File: config.mk
export PLATFORM = sky130hd
export DESIGN_NAME = reg_bank_8x32_wr_flat
export DESIGN_NICKNAME = d
export VERILOG_FILES = /design/src/rtl/reg_bank_8x32_wr_pkg.sv /design/src/rtl/reg_bank_8x32_wr_if.sv /design/src/rtl/reg_bank_8x32_wr_decoder_3x8.sv /design/src/rtl/reg_bank_8x32_wr.sv /design/src/flat_wrapper.sv
export SDC_FILE = /design/constraint.sdc
export NUM_CORES = 1
export LEC_CHECK = 0
export BUFFER_PORTS_ARGS = -buffer_cell sky130_fd_sc_hd__buf_2
export CAP_MARGIN = 40
export CORE_MARGIN = 10
export CORE_UTILIZATION = 40
export CTS_CLUSTER_DIAMETER = 50
export DETAILED_ROUTE_END_ITERATION = 8
export PLACE_DENSITY = 0.65
export SLEW_MARGIN = 10
export SYNTH_ARGS = -nofsm -noshare
export SYNTH_HDL_FRONTEND = slang
export SYNTH_SLANG_ARGS = --single-unit
export TNS_END_PERCENT = 50
File: constraint.sdc
create_clock -name clk -period 2.9 [get_ports clk]
set_input_delay 0.58 -clock clk [delete_from_list [all_inputs] [get_ports clk]]
set_output_delay 0.58 -clock clk [all_outputs]
set_load 0.01 [all_outputs]
File: src/rtl/reg_bank_8x32_wr_pkg.sv
// Shared constants and helpers for the 8x32 write-decoded register bank.
// Imported by the interface, the decoder and the top.
package reg_bank_8x32_wr_pkg;

    localparam int unsigned NUM_ENTRIES = 8;
    localparam int unsigned SEL_W       = 3;

    // Entry 0 counts as written from reset when it is hard-wired to zero.
    function automatic logic [NUM_ENTRIES-1:0] valid_mask_rst(input bit zero_reg);
        return {{(NUM_ENTRIES - 1){1'b0}}, zero_reg};
    endfunction

endpackage

File: src/rtl/reg_bank_8x32_wr_if.sv
// Write/read bus of the register bank.
// master drives requests and selects; slave returns read data, valids and acks.
interface reg_bank_8x32_wr_if
    import reg_bank_8x32_wr_pkg::*;
#(
    parameter int unsigned WIDTH = 32
) ();

    logic                   wr_en;
    logic [SEL_W-1:0]       wr_sel;
    logic [WIDTH-1:0]       wr_data;
    logic [SEL_W-1:0]       rd_sel_a;
    logic [SEL_W-1:0]       rd_sel_b;
    logic [WIDTH-1:0]       rd_data_a;
    logic [WIDTH-1:0]       rd_data_b;
    logic                   rd_vld_a;
    logic                   rd_vld_b;
    logic                   wr_ack;
    logic [NUM_ENTRIES-1:0] valid_mask;

    modport master (
        output wr_en,
        output wr_sel,
        output wr_data,
        output rd_sel_a,
        output rd_sel_b,
        input  rd_data_a,
        input  rd_data_b,
        input  rd_vld_a,
        input  rd_vld_b,
        input  wr_ack,
        input  valid_mask
    );

    modport slave (
        input  wr_en,
        input  wr_sel,
        input  wr_data,
        input  rd_sel_a,
        input  rd_sel_b,
        output rd_data_a,
        output rd_data_b,
        output rd_vld_a,
        output rd_vld_b,
        output wr_ack,
        output valid_mask
    );

endinterface

File: src/rtl/reg_bank_8x32_wr_decoder_3x8.sv
// 3-to-8 write-enable decoder: one-hot when enabled, all zero otherwise.
module decoder_3x8
    import reg_bank_8x32_wr_pkg::*;
(
    input  logic [SEL_W-1:0]       sel_i,
    input  logic                   en_i,
    output logic [NUM_ENTRIES-1:0] dec_o
);

    always_comb begin
        dec_o = '0;
        if (en_i) begin
            dec_o[sel_i] = 1'b1;
        end
    end

endmodule

File: src/rtl/reg_bank_8x32_wr.sv
// 8-entry register bank with decoded writes, two combinational read ports,
// optional same-cycle write bypass, per-entry valid bits and a registered write ack.
module reg_bank_8x32_wr
    import reg_bank_8x32_wr_pkg::*;
#(
    parameter int unsigned WIDTH    = 32,
    parameter bit          ZERO_REG = 1'b1,
    parameter bit          BYPASS   = 1'b1
) (
    input  logic              clk,
    input  logic              reset,
    reg_bank_8x32_wr_if.slave bus
);

    logic [WIDTH-1:0]       mem_q [NUM_ENTRIES];
    logic [WIDTH-1:0]       mem_d [NUM_ENTRIES];
    logic [NUM_ENTRIES-1:0] valid_mask_q;
    logic [NUM_ENTRIES-1:0] valid_mask_d;
    logic                   wr_ack_q;
    logic                   wr_ack_d;

    logic                   dec_en;
    logic [NUM_ENTRIES-1:0] we;

    // Writes to the hard-wired zero entry never reach the decoder, so they are
    // neither stored nor acknowledged.
    assign dec_en = bus.wr_en && !(ZERO_REG && (bus.wr_sel == '0));

    decoder_3x8 u_decoder (
        .sel_i (bus.wr_sel),
        .en_i  (dec_en),
        .dec_o (we)
    );

    always_comb begin
        for (int i = 0; i < NUM_ENTRIES; i++) begin
            mem_d[i] = we[i] ? bus.wr_data : mem_q[i];
        end
        valid_mask_d = valid_mask_q | we;
        wr_ack_d     = |we;
    end

    always_ff @(posedge clk) begin
        if (reset) begin
            for (int i = 0; i < NUM_ENTRIES; i++) begin
                mem_q[i] <= '0;
            end
            valid_mask_q <= valid_mask_rst(ZERO_REG);
            wr_ack_q     <= 1'b0;
        end else begin
            for (int i = 0; i < NUM_ENTRIES; i++) begin
                mem_q[i] <= mem_d[i];
            end
            valid_mask_q <= valid_mask_d;
            wr_ack_q     <= wr_ack_d;
        end
    end

    // we[sel] already excludes the zero entry and idle cycles, so it is the bypass hit.
    always_comb begin
        bus.rd_data_a = mem_q[bus.rd_sel_a];
        bus.rd_vld_a  = valid_mask_q[bus.rd_sel_a];
        if (BYPASS && we[bus.rd_sel_a]) begin
            bus.rd_data_a = bus.wr_data;
            bus.rd_vld_a  = 1'b1;
        end
    end

    always_comb begin
        bus.rd_data_b = mem_q[bus.rd_sel_b];
        bus.rd_vld_b  = valid_mask_q[bus.rd_sel_b];
        if (BYPASS && we[bus.rd_sel_b]) begin
            bus.rd_data_b = bus.wr_data;
            bus.rd_vld_b  = 1'b1;
        end
    end

    assign bus.wr_ack     = wr_ack_q;
    assign bus.valid_mask = valid_mask_q;

endmodule

File: src/flat_wrapper.sv
// flat-port wrapper written by rule: the top's interface ports become plain ports
module reg_bank_8x32_wr_flat import reg_bank_8x32_wr_pkg::*;
#(
    parameter int unsigned WIDTH    = 32,
    parameter bit          ZERO_REG = 1'b1,
    parameter bit          BYPASS   = 1'b1
)
  (clk, reset, bus_wr_en, bus_wr_sel, bus_wr_data, bus_rd_sel_a, bus_rd_sel_b, bus_rd_data_a, bus_rd_data_b, bus_rd_vld_a, bus_rd_vld_b, bus_wr_ack, bus_valid_mask);
  reg_bank_8x32_wr_if #(.WIDTH(WIDTH)) bus_i ();
  input  logic clk;
  input  logic reset;
  input wire logic [$bits(bus_i.wr_en)-1:0] bus_wr_en;
  input wire logic [$bits(bus_i.wr_sel)-1:0] bus_wr_sel;
  input wire logic [$bits(bus_i.wr_data)-1:0] bus_wr_data;
  input wire logic [$bits(bus_i.rd_sel_a)-1:0] bus_rd_sel_a;
  input wire logic [$bits(bus_i.rd_sel_b)-1:0] bus_rd_sel_b;
  output wire logic [$bits(bus_i.rd_data_a)-1:0] bus_rd_data_a;
  output wire logic [$bits(bus_i.rd_data_b)-1:0] bus_rd_data_b;
  output wire logic [$bits(bus_i.rd_vld_a)-1:0] bus_rd_vld_a;
  output wire logic [$bits(bus_i.rd_vld_b)-1:0] bus_rd_vld_b;
  output wire logic [$bits(bus_i.wr_ack)-1:0] bus_wr_ack;
  output wire logic [$bits(bus_i.valid_mask)-1:0] bus_valid_mask;
  assign bus_i.wr_en = bus_wr_en;
  assign bus_i.wr_sel = bus_wr_sel;
  assign bus_i.wr_data = bus_wr_data;
  assign bus_i.rd_sel_a = bus_rd_sel_a;
  assign bus_i.rd_sel_b = bus_rd_sel_b;
  assign bus_rd_data_a = bus_i.rd_data_a;
  assign bus_rd_data_b = bus_i.rd_data_b;
  assign bus_rd_vld_a = bus_i.rd_vld_a;
  assign bus_rd_vld_b = bus_i.rd_vld_b;
  assign bus_wr_ack = bus_i.wr_ack;
  assign bus_valid_mask = bus_i.valid_mask;
  reg_bank_8x32_wr #(.WIDTH(WIDTH), .ZERO_REG(ZERO_REG), .BYPASS(BYPASS)) u_core (.clk(clk), .reset(reset), .bus(bus_i));
endmodule
==> impl_metrics.csv, run 1 <==
group,metric,value,unit
logic_synthesis,synth_top_family_by_area,"multiplexers",
route,vias_per_cell,5.50,
worst_setup_path,cp.required,2320,ps
grt,grt_max_degree,37,
worst_setup_path,cpPeakStageDelay,530,ps
route,wl_met1,14500,um
worst_setup_path,worstPathMaxFanout,14,
route,dr.pass1.iters,5,
worst_setup_path,worstSetupStartpointType,"input pin",
logic_synthesis,yosys.area_share.simple,6.97,%
logic_synthesis,ys_warn_count,0,
cells_and_area,drive_gt1_share,46.5,%
route,dr.first_iter.drc_count,587,
logic_synthesis,synth_top_area_share,54.4,%
floorplanning,fp-row-count,68,
cells_and_area,final_common_cell,"edfxtp_1",
floorplanning,die_w,208,um
timing,setup_tns,0,ps
grt,grt_first_pass_wirelength,55200,um
grt,antenna_found_initial,0,
timing,setup_viol,0,
pwr,ir_drop,0.414,mV
logic_synthesis,ys_seq_elements,265,
placement,pre_cts_ws,3.61,ps
pwr,pwr-share-comb,16.5,%
timing,worst_pin_slew,612,ps
cts,cts_buffers,28,
placement,portBuffers,118,
logic_synthesis,synth_fa_ha_area_share,0,%
placement,hpwl,23300,um
timing,slew_viol_final,0,
logic_synthesis,synth.avg_cell_area,16.2,um2
cells_and_area,areaGrowthSynthToFinish,18.1,%
logic_synthesis,synthTopCellsByArea,"edfxtp_1, mux4_2, mux2_2",
cells_and_area,num_antenna_cells,0,
pwr,p_leak,6.22,nW
worst_hold_path,hold_start,"bus_wr_sel[1]",
grt,grt_overflow_total,0,
placement,dpl.cell_count,1463,
route,num_vias,8336,
route,highest_layer,"met4",
cts,cts_root_buf,"clkbuf_16",
worst_setup_path,cp-end-kind,"output pin",
logic_synthesis,ys_types,34,
logic_synthesis,syn_inst,872,
route,drtAntennaViolNets,0,
run,cap_violations,0,
cells_and_area,nets,1084,
worst_setup_path,crit_slowest_cell,"mux4_2",
outcome,status,"finished, final reports clean",
timing,max_freq,354,MHz
floorplanning,die_area,0.0433,mm2
timing,finalWorstSetupSlack,75.6,ps
cells_and_area,stdcell_count,1516,
pwr,p_clk_share,36.2,%
logic_synthesis,synthArstFlopShare,0,%
cells_and_area,multi_input_area,0.00588,mm2
grt,grt_use_total,16.3,%
timing,post-route-period-util,97.4,%
worst_hold_path,hold_path.class,"input pin to flop",
route,wl_met3,1980,um
route,wl_per_cell,24.1,um
logic_synthesis,synth-xor-area-share,0.248,%
cts,cts_hold_buf,0,
cts,clk_path_buf_depth,3,
pwr,seqPwrFrac,47.3,%
floorplanning,die_y,208,um
worst_setup_path,path_delay_family,"multiplexers",
pwr,power.density,585,mW/mm2
timing,fin_skew,0,ps
logic_synthesis,synth_compound_area_share,0.620,%
worst_setup_path,arrival,2240,ps
worst_setup_path,cp_num_buf_inv,3,
cells_and_area,num-fill-cells,3008,
floorplanning,start_util,40.7,%
route,route.detailed.drc,0,
cells_and_area,post-route-util,48.1,%
logic_synthesis,ys_seq_area_share,55.7,%
pwr,switching_share,24.1,%
floorplanning,pin_count,119,
cts,cts_tree,"built",
placement,gp_congestion,0.771,
timing,grt_setup_unrepaired,"no",
logic_synthesis,synth_flop_cell,"edfxtp_1",
route,routed_wirelength,36500,um
worst_setup_path,critical_path.startpoint,"bus_rd_sel_a[0]",
worst_setup_path,r2r-start,"u_core.bus.valid_mask[0]$_SDFF_PP1_",
worst_setup_path,cp_cell_sequence,"buf_2, buf_4, mux4_2, mux2i_1, nand2_1, buf_2",
worst_setup_path,worst_path_most_repeated_cell,"buf_2",
timing,hold_ws,455,ps
pwr,power_switching,2.35,mW
logic_synthesis,syn-cell-area,0.0141,mm2
timing,hold_viol,0,
cells_and_area,final_cell_mix,"edfxtp_1, nor2_1, mux4_2",
cts,worst_skew_pair.late_latency,540,ps
grt,first_global_vias,8884,
floorplanning,core,0.0347,mm2
cells_and_area,register_area,0.00787,mm2
logic_synthesis,synthMuxAreaShare,32.4,%
cts,cts.sinks,265,
route,met2_length,19300,um
timing,max_slew_margin,59.2,%
pwr,internal_power,7.42,mW
timing,period_needed,2820,ps
cts,h-tree-depth,1,
logic_synthesis,synth_edf_count,256,
worst_setup_path,path_class,"input pin to output pin",
logic_synthesis,yosys.area.top_type,"edfxtp_1",
cts,path_clk_slew,70,ps
-- worst min-delay path, stage by stage --
cell	delay [ps]
buf_2	130
nor3_1	60
nor3b_1	170
-- cell families (layout without fill, tap and decap cells) --
| logic type | count (synthesis) | count (layout) |
|---|---|---|
| AO/OA/AOI/OAI | 12 | 12 |
| XOR/XNOR | 4 | 4 |
| buffers and inverters | 110 | 268 |
| flip-flops | 265 | 265 |
| multiplexers | 262 | 262 |
| other | 1 | 32 |
| AND/OR/NAND/NOR | 218 | 218 |
-- sequential cells by signal, summed over array words and instances (netlist names) --
signal and count:
u_core.mem_q 256, u_core.bus.valid_mask 8, u_core.bus.wr_ack 1
-- cell usage after synthesis (all sizes together), types with 3 or more instances --
cell	number
mux4	132
a31oi	3
clkbuf	30
inv	40
a21oi	6
nand2b	39
mux2	128
dfxtp	9
buf	40
nand2	5
edfxtp	256
nor2	162
-- worst paths after layout --
kind                                         endpoint  slack [ps]  cells past startpoint
setup reg to reg  u_core.bus.valid_mask[0]$_SDFF_PP1_        2170                      1
hold / removal           u_core.bus.wr_ack$_SDFF_PP0_         460                      3
setup / recovery                         bus_rd_vld_a          80                      6
hold reg to reg   u_core.bus.valid_mask[3]$_SDFF_PP0_         490                      2
-- timing repair --
item / 4_1_cts / 5_1_grt
endpoints found under the setup margin: 0 / 41
resized for setup: 0 / 5
buffers inserted: 0 / 1
hold endpoints to repair: 0 / 0
-- routing by layer --
metal	up-vias	track usage, %
li1	3662	-
met2	260	29.3
met3	49	2.11
met4	0	4.38
met5	-	0
met1	4365	20.2
-- per-stage QoR --
stage                     power, mW  area (um2)
after floorplan                5.73       14300
after global placement         6.31       15700
after detailed placement       6.32       15700
after CTS                      9.84       16600
after global routing           10.1       16700
final                          9.78       16700
-- power groups by stage --
stage          clock network (mW)  registers, mW  logic [mW]
2_1_floorplan                   0           4.65        1.08
4_1_cts                      3.59           4.62        1.63
3_3_place_gp                    0           4.68        1.62
6_report                     3.54           4.62        1.62
3_5_place_dp                    0           4.70        1.63
5_1_grt                      3.76           4.65        1.73
-- area by class of cell --
type / instances / share of cell area [%]
Clock buffer: 39 / 4.69
Tap cell: 455 / 3.41
Multi-Input combinational cell: 528 / 35.2
Clock inverter: 12 / 0.787
Timing Repair Buffer: 177 / 7.89
Sequential cell: 265 / 47.1
Inverter: 40 / 0.899
No activity file was read; power rests on OpenSTA's default activity.
==> run 2, diff against run 1 <==
CORE_UTILIZATION = 54   (was 40)
PLACE_DENSITY = 0.81   (was 0.65)
==> impl_metrics.csv, run 2 (synthesis gave the netlist of run 1 again) <==
group,metric,value,unit
outcome,status,"finished, final reports clean",
floorplanning,fp-row-count,59,
cells_and_area,final_common_cell,"edfxtp_1",
worst_setup_path,arrival,2280,ps
placement,hpwl,23300,um
route,wl_per_cell,26.0,um
route,dr.pass1.iters,5,
route,wl_met3,2570,um
pwr,power_switching,2.32,mW
pwr,totalPowerFinal,9.92,mW
pwr,switching_share,23.4,%
worst_setup_path,crit_slowest_cell,"o32ai_2",
route,dr.first_iter.drc_count,743,
timing,hold_ws,460,ps
floorplanning,die_y,182,um
worst_setup_path,critical_path.startpoint,"bus_wr_sel[0]",
timing,period_needed,2860,ps
cts,cts.sinks,265,
cts,cts_root_buf,"clkbuf_16",
cells_and_area,nets,1086,
timing,setup_viol,0,
grt,antenna_found_initial,0,
floorplanning,core,0.0259,mm2
route,vias_per_cell,6.19,
cells_and_area,drive_gt1_share,46.8,%
worst_setup_path,worstSetupStartpointType,"input pin",
timing,fin_skew,0,ps
pwr,power.density,596,mW/mm2
grt,grt_max_degree,36,
pwr,pwr-share-comb,16.3,%
grt,grt_first_pass_wirelength,54600,um
cells_and_area,largest_reg_flops,256,
worst_setup_path,cpPeakStageDelay,330,ps
pwr,ir_drop,0.483,mV
route,wl_met1,13100,um
timing,hold_viol,0,
worst_setup_path,worstPathMaxFanout,11,
cts,path_clk_slew,60,ps
grt,grt_use_total,21.3,%
pwr,p_clk_share,36.9,%
worst_setup_path,cp-end-kind,"output pin",
pwr,seqPwrFrac,46.8,%
route,met2_length,19600,um
pwr,p_leak,6.28,nW
route,route.detailed.drc,0,
placement,gp_congestion,0.805,
worst_setup_path,cp.required,2320,ps
floorplanning,die_w,182,um
floorplanning,pin_count,119,
route,highest_layer,"met4",
cells_and_area,num_antenna_cells,0,
cts,worst_skew_pair.late_latency,520,ps
cells_and_area,final_cell_mix,"edfxtp_1, nor2_1, mux4_2",
worst_hold_path,hold_start,"bus_wr_sel[1]",
route,num_vias,8651,
floorplanning,die_area,0.0331,mm2
grt,grt_overflow_total,0,
worst_setup_path,r2r-start,"u_core.bus.valid_mask[0]$_SDFF_PP1_",
cts,h-tree-depth,1,
cells_and_area,areaGrowthSynthToFinish,17.8,%
placement,portBuffers,118,
pwr,internal_power,7.60,mW
grt,first_global_vias,9417,
timing,post-route-period-util,98.6,%
worst_setup_path,path_class,"input pin to output pin",
cells_and_area,top_register,"u_core.mem_q",
worst_setup_path,r2r_slack,2160,ps
worst_setup_path,cp_cell_sequence,"buf_2, buf_4, nand2b_1, o32ai_2, a31oi_4, buf_4, clkbuf_16, mux2_4, buf_2",
cts,cts_buffers,26,
route,routed_wirelength,36300,um
cts,cts_tree,"built",
timing,slew_viol_final,0,
cts,clk_path_buf_depth,3,
run,cap_violations,0,
route,drtAntennaViolNets,0,
timing,max_freq,350,MHz
timing,max_slew_margin,60.8,%
worst_hold_path,hold_path.class,"input pin to flop",
floorplanning,start_util,54.6,%
cts,cts_hold_buf,0,
timing,worst_pin_slew,588,ps
run 2: metrics by stage:
step | setup TNS, ps | util, % | instance area [um2] | cells | worst slack [ps]
global placement | -264 | 60.4 | 15700 | 1346 | -24.0
floorplan | 0 | - | 14300 | 903 | 302
detailed placement | -228 | 60.4 | 15700 | 1346 | -31.6
global route | -40.9 | 64.3 | 16700 | 1397 | -13.1
CTS | 0 | 64.0 | 16600 | 1394 | 0.0762
finish | 0 | 64.3 | 16700 | 1397 | 41.0
run 2: power groups by stage:
stage | combinational (mW) | clock, mW | sequential [mW]
floorplan | 1.08 | 0 | 4.65
global route | 1.72 | 3.84 | 4.66
CTS | 1.63 | 3.68 | 4.64
finish | 1.62 | 3.66 | 4.64
global placement | 1.59 | 0 | 4.67
detailed placement | 1.61 | 0 | 4.71
run 2: layout make-up:
cell class,count,area (um2)
Tap cell,335,419
Inverter,40,150
Multi-Input combinational cell,528,5880
Sequential cell,265,7870
Clock inverter,18,245
Timing Repair Buffer,181,1410
Clock buffer,30,687
Fill cell,1761,9250
run 2: worst paths after layout:
kind | cells past startpoint | endpoint
worst max register to register | 1 | u_core.bus.valid_mask[0]$_SDFF_PP1_
worst max-delay path | 9 | bus_rd_data_b[18]
worst min register to register | 2 | u_core.bus.valid_mask[4]$_SDFF_PP0_
worst min-delay path | 3 | u_core.bus.valid_mask[7]$_SDFF_PP0_
run 2: per-layer routing:
metal  GRT usage [%]  vias up
met5               0        -
met1            24.0     4448
met3            3.02       76
met2            39.8      442
li1                -     3685
met4            7.65        0
run 2: worst max-delay path: cells and delay by family:
family,cells,cell delay (ps)
mux,1,300
compound gates,2,470
buf+inv,5,810
simple gates,1,100
run 2: repair_timing:
item	4_1_cts	5_1_grt
setup endpoints to repair	16	18
pin swaps	0	1
gates resized for setup	1	4
gates cloned	0	1
buffers inserted	0	2
==> run 3, diff against run 2 <==
clock period = 3.1 ns   (was 2.9 ns; I/O delays follow)
==> impl_metrics.csv, run 3 (synthesis gave the netlist of run 1 again) <==
group,metric,value,unit
route,dr.pass1.iters,5,
pwr,p_leak,6.12,nW
worst_setup_path,worstSetupStartpointType,"input pin",
floorplanning,die_y,182,um
timing,max_slew_margin,61.0,%
cells_and_area,final_area,0.0163,mm2
route,route.detailed.drc,0,
route,dr.first_iter.drc_count,976,
route,num_vias,8583,
worst_setup_path,path_class,"input pin to output pin",
worst_setup_path,cp.required,2480,ps
route,wl_per_cell,25.5,um
worst_setup_path,r2r-start,"u_core.bus.valid_mask[0]$_SDFF_PP1_",
placement,pre_cts_ws,136,ps
worst_setup_path,cp-end-kind,"output pin",
cells_and_area,post-route-util,63.1,%
timing,post-route-period-util,95.9,%
cts,h-tree-depth,1,
cts,cts.repair.resized,0,
placement,hpwl,23000,um
cells_and_area,final_common_cell,"edfxtp_1",
timing,finalWorstSetupSlack,126,ps
cts,post_cts_buffers,0,
grt,antenna_found_initial,0,
timing,grt_setup_unrepaired,"no",
floorplanning,die_area,0.0331,mm2
cts,cts_root_buf,"clkbuf_16",
cells_and_area,nets,1076,
timing,setup_tns,0,ps
placement,portBuffers,118,
placement,dpl.cell_count,1339,
cells_and_area,top_register,"u_core.mem_q",
cts,cts.sinks,265,
grt,grt_first_pass_wirelength,54000,um
worst_hold_path,hold_start,"u_core.bus.valid_mask[2]$_SDFF_PP0_",
placement,postPlaceCellArea,0.0155,mm2
cts,worst_skew_pair.late_latency,530,ps
cts,cts_buffers,26,
timing,hold_ws,487,ps
worst_hold_path,hold_path.class,"flop to flop",
placement,gp_congestion,0.837,
pwr,power.density,544,mW/mm2
worst_setup_path,r2r_end,"u_core.bus.valid_mask[0]$_SDFF_PP1_",
route,vias_per_cell,6.19,
timing,setup_viol,0,
cells_and_area,num_antenna_cells,0,
worst_setup_path,r2r_slack,2380,ps
cells_and_area,drive_gt1_share,45.7,%
cts,path_clk_slew,60,ps
floorplanning,core,0.0259,mm2
worst_hold_path,min_path_cells,2,
grt,grt_overflow_total,0,
cts,clk_path_buf_depth,3,
timing,slew_viol_final,0,
grt,first_global_vias,9099,
timing,hold_viol,0,
worst_setup_path,worstPathMaxFanout,14,
cells_and_area,largest_reg_flops,256,
floorplanning,start_util,54.6,%
route,drtAntennaViolNets,0,
worst_setup_path,ff2ff_path_depth,1,
pwr,ir_drop,0.306,mV
timing,worst_pin_slew,585,ps
timing,period_needed,2970,ps
cells_and_area,stdcell_count,1387,
grt,grt_max_degree,34,
grt,grt_use_total,20.9,%
outcome,status,"finished, final reports clean",
worst_hold_path,min_to,"u_core.bus.valid_mask[2]$_SDFF_PP0_",
timing,max_freq,336,MHz
worst_setup_path,arrival,2350,ps
cells_and_area,areaGrowthSynthToFinish,15.6,%
floorplanning,fp-row-count,59,
pwr,totalPowerFinal,8.89,mW
run,cap_violations,0,
cts,cts_hold_buf,0,
cells_and_area,final_cell_mix,"edfxtp_1, nor2_1, mux4_2",
floorplanning,die_w,182,um
floorplanning,pin_count,119,
route,routed_wirelength,35300,um
timing,fin_skew,0,ps
cts,cts_tree,"built",
[run 3: worst max-delay path by stage]
stage | startpoint | endpoint | slack (ps) | cells past startpoint
global placement | bus_rd_sel_b[1] | bus_rd_data_b[17] | 170 | 6
global route | bus_rd_sel_b[1] | bus_rd_data_b[12] | 60 | 6
floorplan | bus_rd_sel_a[1] | bus_rd_data_a[0] | 420 | 5
CTS | bus_rd_sel_b[1] | bus_rd_data_b[14] | 130 | 6
finish | bus_rd_sel_a[0] | bus_rd_data_a[28] | 130 | 7
detailed placement | bus_rd_sel_b[1] | bus_rd_data_b[14] | 140 | 6
[run 3: power breakdown]
group          leakage [nW]  total (mW)  internal [mW]  switching (mW)
Clock                 0.396        3.07           1.77            1.30
Combinational          3.17        1.48          0.787           0.692
Sequential             2.56        4.34           4.21           0.134
[run 3: critical path, cell delays in order]
cell     delay [ps]
buf_2           290
inv_1           100
o32ai_1         460
a31oi_4         190
buf_12          200
mux2_4          330
buf_2           150
[run 3: area by class of cell]
type	instances	area [um2]
multi-input cells	528	5860
fillers	1771	9570
flip-flops and latches	265	7870
clock inverters	13	123
repair buffers	171	1220
well taps	335	419
clock buffers	35	706
inverters	40	150
[run 3: routing by layer]
| metal | global-route usage, % | vias to the layer above | wire length [um] |
|---|---|---|---|
| met2 | 38.3 | 451 | 19000 |
| met5 | 0 | - | 0 |
| met3 | 2.62 | 67 | 2780 |
| li1 | - | 3660 | - |
| met4 | 6.35 | 0 | 858 |
| met1 | 25.2 | 4405 | 12700 |
